`config.mk`:
```
export PLATFORM = sky130hd
export DESIGN_NAME = arbitro_suma
export DESIGN_NICKNAME = d
export VERILOG_FILES = /design/src/rtl/suma_pkg.sv /design/src/rtl/rr_arbitro2.sv /design/src/rtl/arbitro_suma.sv
export SDC_FILE = /design/constraint.sdc
export NUM_CORES = 1
export LEC_CHECK = 0
export CAP_MARGIN = 25
export CORE_MARGIN = 10
export CORE_UTILIZATION = 37
export CTS_CLUSTER_DIAMETER = 60
export DETAILED_ROUTE_END_ITERATION = 10
export GPL_TIMING_DRIVEN = 0
export PLACE_DENSITY = 0.8
export SYNTH_ARGS = -nofsm -noshare
export SYNTH_HDL_FRONTEND = slang
export SYNTH_SLANG_ARGS = --single-unit
```
`constraint.sdc`:
```
create_clock -name clock -period 2.5 [get_ports clock]
set_input_delay 0.5 -clock clock [delete_from_list [all_inputs] [get_ports clock]]
set_output_delay 0.5 -clock clock [all_outputs]
set_load 0.05 [all_outputs]
```
`src/rtl/suma_pkg.sv`:
```
// Shared types and defaults for the arbitro_suma adder sequencer.
package suma_pkg;
  localparam int ANCHO_DEF   = 32;
  localparam int TIMEOUT_DEF = 64;
  localparam int CNT_W       = 8;

  typedef enum logic [1:0] {LIBRE, EMITIR, ESPERAR, ENTREGAR} estado_t;
  typedef logic id_t;
endpackage

```
`src/rtl/rr_arbitro2.sv`:
```
// Two-requester round-robin grant logic with its priority pointer.
module rr_arbitro2
  import suma_pkg::*;
(
  input  logic       clock,
  input  logic       reset_n,
  input  logic       habilitar,
  input  logic [1:0] valido,
  output logic [1:0] concesion,
  output id_t        ganador
);
  id_t prio;

  // A lone requester always wins; prio only breaks ties.
  always_comb begin
    ganador = prio;
    if (valido == 2'b01)      ganador = 1'b0;
    else if (valido == 2'b10) ganador = 1'b1;
    concesion = 2'b00;
    if (habilitar && (|valido)) concesion[ganador] = 1'b1;
  end

  always_ff @(posedge clock or negedge reset_n) begin
    if (!reset_n)                    prio <= 1'b0;
    else if (habilitar && (|valido)) prio <= ~ganador;
  end
endmodule

```
`src/rtl/arbitro_suma.sv`:
```
// Shares one external adder between two requesters: grant, start pulse,
// wait for done under a watchdog, then route the result to the owner.
module arbitro_suma
  import suma_pkg::*;
#(
  parameter int ANCHO   = ANCHO_DEF,
  parameter int TIMEOUT = TIMEOUT_DEF
)(
  input  logic             clock,
  input  logic             reset_n,
  input  logic             sol0_valido,
  input  logic [ANCHO-1:0] sol0_a,
  input  logic [ANCHO-1:0] sol0_b,
  output logic             sol0_aceptado,
  input  logic             sol1_valido,
  input  logic [ANCHO-1:0] sol1_a,
  input  logic [ANCHO-1:0] sol1_b,
  output logic             sol1_aceptado,
  output logic             res0_valido,
  output logic [ANCHO-1:0] res0_dato,
  output logic             res0_error,
  output logic             res1_valido,
  output logic [ANCHO-1:0] res1_dato,
  output logic             res1_error,
  output logic             suma_inicio,
  output logic [ANCHO-1:0] suma_a,
  output logic [ANCHO-1:0] suma_b,
  input  logic             suma_listo,
  input  logic [ANCHO-1:0] suma_resultado,
  output logic             ocupado
);
  localparam logic [CNT_W-1:0] LIMITE = CNT_W'(TIMEOUT - 1);

  estado_t          estado, estado_sig;
  logic [1:0]       concesion;
  id_t              ganador, dueno;
  logic [ANCHO-1:0] op_a, op_b, resultado;
  logic             error;
  logic [CNT_W-1:0] cuenta;
  logic             libre, entregar;

  assign libre    = (estado == LIBRE);
  assign entregar = (estado == ENTREGAR);

  rr_arbitro2 u_arb (
    .clock     (clock),
    .reset_n   (reset_n),
    .habilitar (libre),
    .valido    ({sol1_valido, sol0_valido}),
    .concesion (concesion),
    .ganador   (ganador)
  );

  // Accept is gated by reset so every output reads 0 while reset is held.
  assign sol0_aceptado = concesion[0] & reset_n;
  assign sol1_aceptado = concesion[1] & reset_n;

  always_ff @(posedge clock or negedge reset_n) begin
    if (!reset_n) estado <= LIBRE;
    else          estado <= estado_sig;
  end

  always_comb begin
    estado_sig = estado;
    unique case (estado)
      LIBRE:    if (|concesion) estado_sig = EMITIR;
      EMITIR:   estado_sig = ESPERAR;
      ESPERAR:  if (suma_listo || (cuenta == LIMITE)) estado_sig = ENTREGAR;
      ENTREGAR: estado_sig = LIBRE;
      default:  estado_sig = LIBRE;
    endcase
  end

  // Done strobe has priority over the watchdog when both land together.
  always_ff @(posedge clock or negedge reset_n) begin
    if (!reset_n) begin
      op_a      <= '0;
      op_b      <= '0;
      dueno     <= 1'b0;
      resultado <= '0;
      error     <= 1'b0;
      cuenta    <= '0;
    end else begin
      case (estado)
        LIBRE: if (|concesion) begin
          dueno <= ganador;
          op_a  <= ganador ? sol1_a : sol0_a;
          op_b  <= ganador ? sol1_b : sol0_b;
        end
        EMITIR: cuenta <= '0;
        ESPERAR: begin
          cuenta <= cuenta + CNT_W'(1);
          if (suma_listo) begin
            resultado <= suma_resultado;
            error     <= 1'b0;
          end else if (cuenta == LIMITE) begin
            resultado <= '0;
            error     <= 1'b1;
          end
        end
        default: ;
      endcase
    end
  end

  assign suma_inicio = (estado == EMITIR);
  assign suma_a      = op_a;
  assign suma_b      = op_b;
  assign ocupado     = !libre;

  assign res0_valido = entregar && (dueno == 1'b0);
  assign res1_valido = entregar && (dueno == 1'b1);
  assign res0_dato   = res0_valido ? resultado : '0;
  assign res1_dato   = res1_valido ? resultado : '0;
  assign res0_error  = res0_valido & error;
  assign res1_error  = res1_valido & error;
endmodule

```
== After elaboration in Yosys (flattened, before gate mapping) ==
Cells that the tools add are included.
W data, S select, Z words.

* Register bits after elaboration: 109
* Input port bits: 165
* Output and inout bits: 136
* Logic and storage cells: 56

* Add/subtract/negate cells: 1
* Magnitude comparators: 2
* Eq/ne operators: 8
* Muxes and demuxes: 17
* Bitwise logic cells: 6
* Reduce and logical (&&, ||, !) cells: 14

{| class="wikitable"
|+ Operator list
! cell !! number
|-
| $mux W32 || 6
|-
| $pmux W8 S2 || 1
|-
| $add A8 B1 Y8 const B || 1
|-
| $eq A8 B6 Y1 const B || 1
|-
| $pmux W2 S4 || 1
|-
| $eq A2 B2 Y1 const B || 3
|-
| $mux W2 || 3
|-
| $reduce_and A2 Y1 || 3
|-
| $mux W1 || 5
|-
| $and A1 B1 Y1 || 4
|-
| $eq A2 B1 Y1 const B || 2
|-
| $logic_and A1 B1 Y1 || 4
|-
| $reduce_bool A2 Y1 || 2
|-
| $reduce_or A2 Y1 || 2
|-
| $logic_not A2 Y1 || 1
|-
| $lt A1 B2 Y1 const B || 1
|-
| $ne A2 B1 Y1 const B || 1
|-
| $ne A2 B2 Y1 const B || 1
|-
| $not A1 Y1 || 2
|-
| $demux W1 S1 || 1
|-
| $ge A1 B1 Y1 const B || 1
|-
| $logic_not A1 Y1 || 1
|-
| $logic_or A1 B1 Y1 || 1
|}

== Longest topological paths before layout ==
* Word-level depth: 11
* Mapped depth: 8
* Mapped depth without buffers: 6

== Modules after synthesis ==
A second synthesis with hierarchy kept.

* Cell total of the unflattened synthesis: 504
* Area, all modules: 5283.8 um^2

{| class="wikitable"
|+ By module, submodules not included
! module !! times used !! cells an instance !! area each (um^2) !! seq. area each (um^2)
|-
| arbitro_suma || 1 || 494 || 5211.2 || 2702.6
|-
| rr_arbitro2 || 1 || 10 || 72.6 || 25.0
|}

== Worst setup path after synthesis ==
OpenSTA, ideal clock, no wires.

* Path type: register -> output
* Start: register estado[0]
* End: output res0_dato[22]
* Data arrival time: 2007 ps
* Required time: 2000 ps
* Setup slack: -7 ps
* Cell stages (with the launch flop): 5
* Path buffers: 1
* Cell sequence: dfrtp_1 -> ha_1 -> nor2b_1 -> clkbuf_1 -> and2_1

* Word-level cells in the longest chain between the ends: 3

{| class="wikitable"
|+ Ends and longest elaborated chain
! element !! RTL line !! RTL
|-
| start: declaration || arbitro_suma.sv:34 || <nowiki>estado_t estado, estado_sig;</nowiki>
|-
| start signal: assignment || arbitro_suma.sv:60 || <nowiki>else estado <= estado_sig;</nowiki>
|-
| $eq A2 B2 Y1 || arbitro_suma.sv:43 || <nowiki>assign entregar = (estado == ENTREGAR);</nowiki>
|-
| $logic_and A1 B1 Y1 || arbitro_suma.sv:111 || <nowiki>assign res0_valido = entregar && (dueno == 1'b0);</nowiki>
|-
| net res0_valido || arbitro_suma.sv:19 || <nowiki>output logic res0_valido,</nowiki>
|-
| $mux W32 || arbitro_suma.sv:113 || <nowiki>assign res0_dato = res0_valido ? resultado : '0;</nowiki>
|-
| end: declaration || arbitro_suma.sv:20 || <nowiki>output logic [ANCHO-1:0] res0_dato,</nowiki>
|}

The timed path passes the listed nets, and every way through them passes these cells.

== Worst setup path in the final report ==
* Start: register estado[0]
* End: output res1_dato[12]

* Word-level cells in the longest chain between the ends: 3

{| class="wikitable"
|+ Ends and longest elaborated chain
! element !! RTL line !! RTL
|-
| $eq A2 B2 Y1 || arbitro_suma.sv:43 ||
|-
| $logic_and A1 B1 Y1 || arbitro_suma.sv:112 || <nowiki>assign res1_valido = entregar && (dueno == 1'b1);</nowiki>
|-
| $mux W32 || arbitro_suma.sv:114 || <nowiki>assign res1_dato = res1_valido ? resultado : '0;</nowiki>
|-
| end: declaration || arbitro_suma.sv:23 || <nowiki>output logic [ANCHO-1:0] res1_dato,</nowiki>
|}

Every way passes these cells.

==> impl_metrics.tcl <==
set metrics [dict create \
    run_status "finished, final reports clean" \
    critical_path.reg2reg.startpoint "estado[0]" \
    hold_viol 0 \
    finalSetupViolCount 0 \
    clock_sink_count 109 \
    critPathRequiredTime_ns 2.00 \
    synth-warning-count 0 \
    avgViaCountPerCell 5.418 \
    syn_to_final_growth_pct 72.72 \
    capture_point_of_the_worst_reg_to_reg_path "suma_b[31]" \
    route.detailed.wl_per_inst_um 22.23 \
    yosys.cell_types.count 39 \
    final_net_count 919 \
    power_density_nw_per_um2 1341 \
    row_count 42 \
    final-max-slew-violation-count 0 \
    cp_num_buf_inv 2 \
    mappedNetlistNets 607 \
    number_of_buffers_inserted_during_clock_tree_synthesis 9 \
    ff2ff_path_depth 9 \
    design.portCount 301 \
    insertedDiodeCount 0 \
    setup_repair_after_global_routing_missed_its_margin "true" \
    worst_pin_slew_ns 0.7766 \
    die-width_um 135.3 \
    fp.dieArea_sq_um 18300 \
    synthCells 437 \
    min-delay-path-class "input pin to async pin" \
    critical_path.cell_chain "ha_2 > clkbuf_1 > and3_1 > clkdlybuf4s15_2" \
    final_layout_size_suffix_gt1_share_pct 15.52 \
    critical-path-top-delay-family "buffers and inverters" \
    hold_ws_ns 0.2226 \
    finalWorstPathRequiredPeriod_ns 2.495 \
    placeable_core_region_sq_um 13140 \
    first_global_vias 5493 \
    drc 0 \
    synth_sequential_area_ratio_pct 55.48 \
    global_route.usage.total_pct 21.66 \
    cp_arrival_ns 2.00 \
    dpl.hpwl_um 16390 \
    cts_htree_levels 3 \
    final.period_utilization_pct 99.81 \
    final_weighted_congestion_in_routability_driven_placement 0.8604 \
    grt_first_pass_wirelength_um 31190 \
    grt_start_max_net_pins 60 \
    buffer_ports.inserted 300 \
    clock.fmax_mhz 400.8 \
    cts.clk_slew.worst_paths_ns 0.07 \
    criticalPathCategory "flip-flop to output port" \
    timing.critical_path.to_type "output port" \
    number_of_antenna_violations_at_the_first_check_in_global_routing 1 \
    clock_tree.buffer_depth 2 \
    clkLatencyLatePin_ns 0.35 \
    grt_overflow_total 0 \
    cpMaxStageDelayCell "sky130_fd_sc_hd__dfrtp_1" \
    finalSetupTns_ns 0 \
    relSlewSlack_pct 48.23 \
    drt-total-wl_um 20680 \
    clock-root-buffer "sky130_fd_sc_hd__clkbuf_16" \
    finalClockSkew_ns 0.006546 \
    clock_tree_from_tritoncts "done" \
    startpoint_type "flip-flop" \
    startpoint "estado[0]" \
    max-vdd-ir-drop_mv 0.7767 \
    postRouteAntennaNets 0 \
    maxCapViolCount 0 \
    leakage_nw 4.063 \
    initialDrtViolationCount 560 \
    fillCellCount 1031 \
    slowest_delay_ns 0.42 \
    worstPathMaxFanout 10 \
    dr.pass1.iters 8 \
    avgSynthCellArea_sq_um 11.25 \
    routed-via-count 5039 \
    synth_seq_cells 109 \
    regToRegSetupSlack_ns 0.46 \
    die-height_um 135.3 \
    synthesis.area_sq_um 4916 \
    initial_core_util_pct 37.42 \
]
## metrics by stage
step                worst slack, ns  total power [mW]  cells  cell area (sq um)  util [%]
global placement             -3.799             9.580    913               8140     61.96
finish                     0.004848             11.38    930               8491     64.63
detailed placement          -0.9958             9.755    914               8165     62.15
global route               -0.09282             11.96    930               8491     64.63
CTS                        -0.05302             11.40    930               8452     64.33
floorplan                    0.2598             7.269    437               4917         -
## sequential cells by signal (all words and copies together), names as in the netlist
register    count
suma_b         32
u_arb.prio      1
suma_a         32
cuenta          8
dueno           1
estado          2
error           1
resultado      32
## logic make-up after synthesis
logic type | share of synthesized area, %
AO/OA/AOI/OAI | 21.43
buffers and inverters | 9.646
flip-flops | 55.48
AND/OR/NAND/NOR | 11.38
adder cells (fa/ha/maj) | 1.273
XOR/XNOR | 0.3564
multiplexers | 0.4327
## cell type report
class | count | area, sq um | area share, %
Timing Repair Buffer | 302 | 2954 | 34.79
Sequential cell | 109 | 2728 | 32.13
Multi-Input combinational cell | 216 | 1752 | 20.63
Inverter | 74 | 291.5 | 3.434
Clock buffer | 10 | 229.0 | 2.697
Tap cell | 176 | 220.2 | 2.594
Buffer | 37 | 205.2 | 2.417
Clock inverter | 6 | 111.4 | 1.312
## cells in the mapped netlist, drive strengths merged
master / count / area (sq um)
clkbuf: 21 / 80.07
nor3b: 1 / 7.510
xnor2: 1 / 8.760
or3: 1 / 6.260
nor3: 1 / 5.000
o22ai: 1 / 6.260
o41ai: 1 / 27.53
bufinv: 1 / 17.52
o32a: 1 / 11.26
nand2: 7 / 33.78
nor4: 1 / 6.260
ha: 5 / 62.56
mux2i: 1 / 10.01
and2: 36 / 225.2
and3: 33 / 206.5
xor2: 1 / 8.760
a222oi: 64 / 640.6
inv: 73 / 274.0
nand4: 1 / 6.260
nand3b: 1 / 7.510
a21oi: 4 / 20.02
nand3: 3 / 20.02
mux2: 1 / 11.26
buf: 17 / 102.6
a21o: 3 / 22.52
dfrtp: 109 / 2728
o22a: 1 / 8.760
o21ai: 6 / 30.02
a22o: 32 / 280.3
nor2: 6 / 22.52
a31oi: 1 / 6.260
nor2b: 2 / 12.51
## layout by cell type, fill, tap and decap left out, drive strengths merged, types with 5 or more instances in the layout
master         synthesis  final
nand2                  7      7
and2                  36     36
clkdlybuf4s50          0    229
dfrtp                109    109
buf                   17     31
a222oi                64     64
inv                   73     73
o21ai                  6      6
nor2                   6      6
clkbuf                21     55
ha                     5      5
clkdlybuf4s15          0     30
and3                  33     33
a22o                  32     32
## how the worst max path moves through the flow
stage	slack (ns)	cells past startpoint	endpoint
detailed placement	-1.0	7	sol0_aceptado
floorplan	0.26	4	res0_dato[22]
finish	0.005	4	res1_dato[12]
global route	-0.09	5	res0_dato[27]
CTS	-0.05	8	sol0_aceptado
global placement	-3.80	3	sol0_aceptado
## worst register-to-register path, stage by stage, from the launching register on
cell	delay [ns]
sky130_fd_sc_hd__dfrtp_1	0.43
sky130_fd_sc_hd__inv_2	0.11
sky130_fd_sc_hd__ha_4	0.17
sky130_fd_sc_hd__nand2_1	0.07
sky130_fd_sc_hd__a21oi_2	0.21
sky130_fd_sc_hd__buf_6	0.14
sky130_fd_sc_hd__buf_4	0.25
sky130_fd_sc_hd__clkbuf_1	0.40
sky130_fd_sc_hd__a222oi_1	0.14
sky130_fd_sc_hd__inv_1	0.08
## per-layer routing
metal	routed length (um)	GRT usage (%)	vias to the layer above
met5	17	0	-
met4	655	8.911	2
met3	2581	10.09	44
met2	9923	35.95	315
met1	7497	23.40	2443
li1	-	-	2235
## what timing repair did
item | 4_1_cts | 5_1_grt
endpoints found under the hold margin | 0 | 0
cloned | 0 | 0
hold buffers | 0 | 0
buffers inserted | 1 | 0
endpoints found under the setup margin | 71 | 65
gates resized for setup | 278 | 36
## power breakdown
group / total (mW) / internal [mW] / leakage (nW) / switching (mW)
clock network: 1.63 / 0.980 / 0.163 / 0.654
logic: 6.61 / 2.36 / 2.53 / 4.25
registers: 3.14 / 2.56 / 1.37 / 0.579
(Power assumes the default switching activity.)
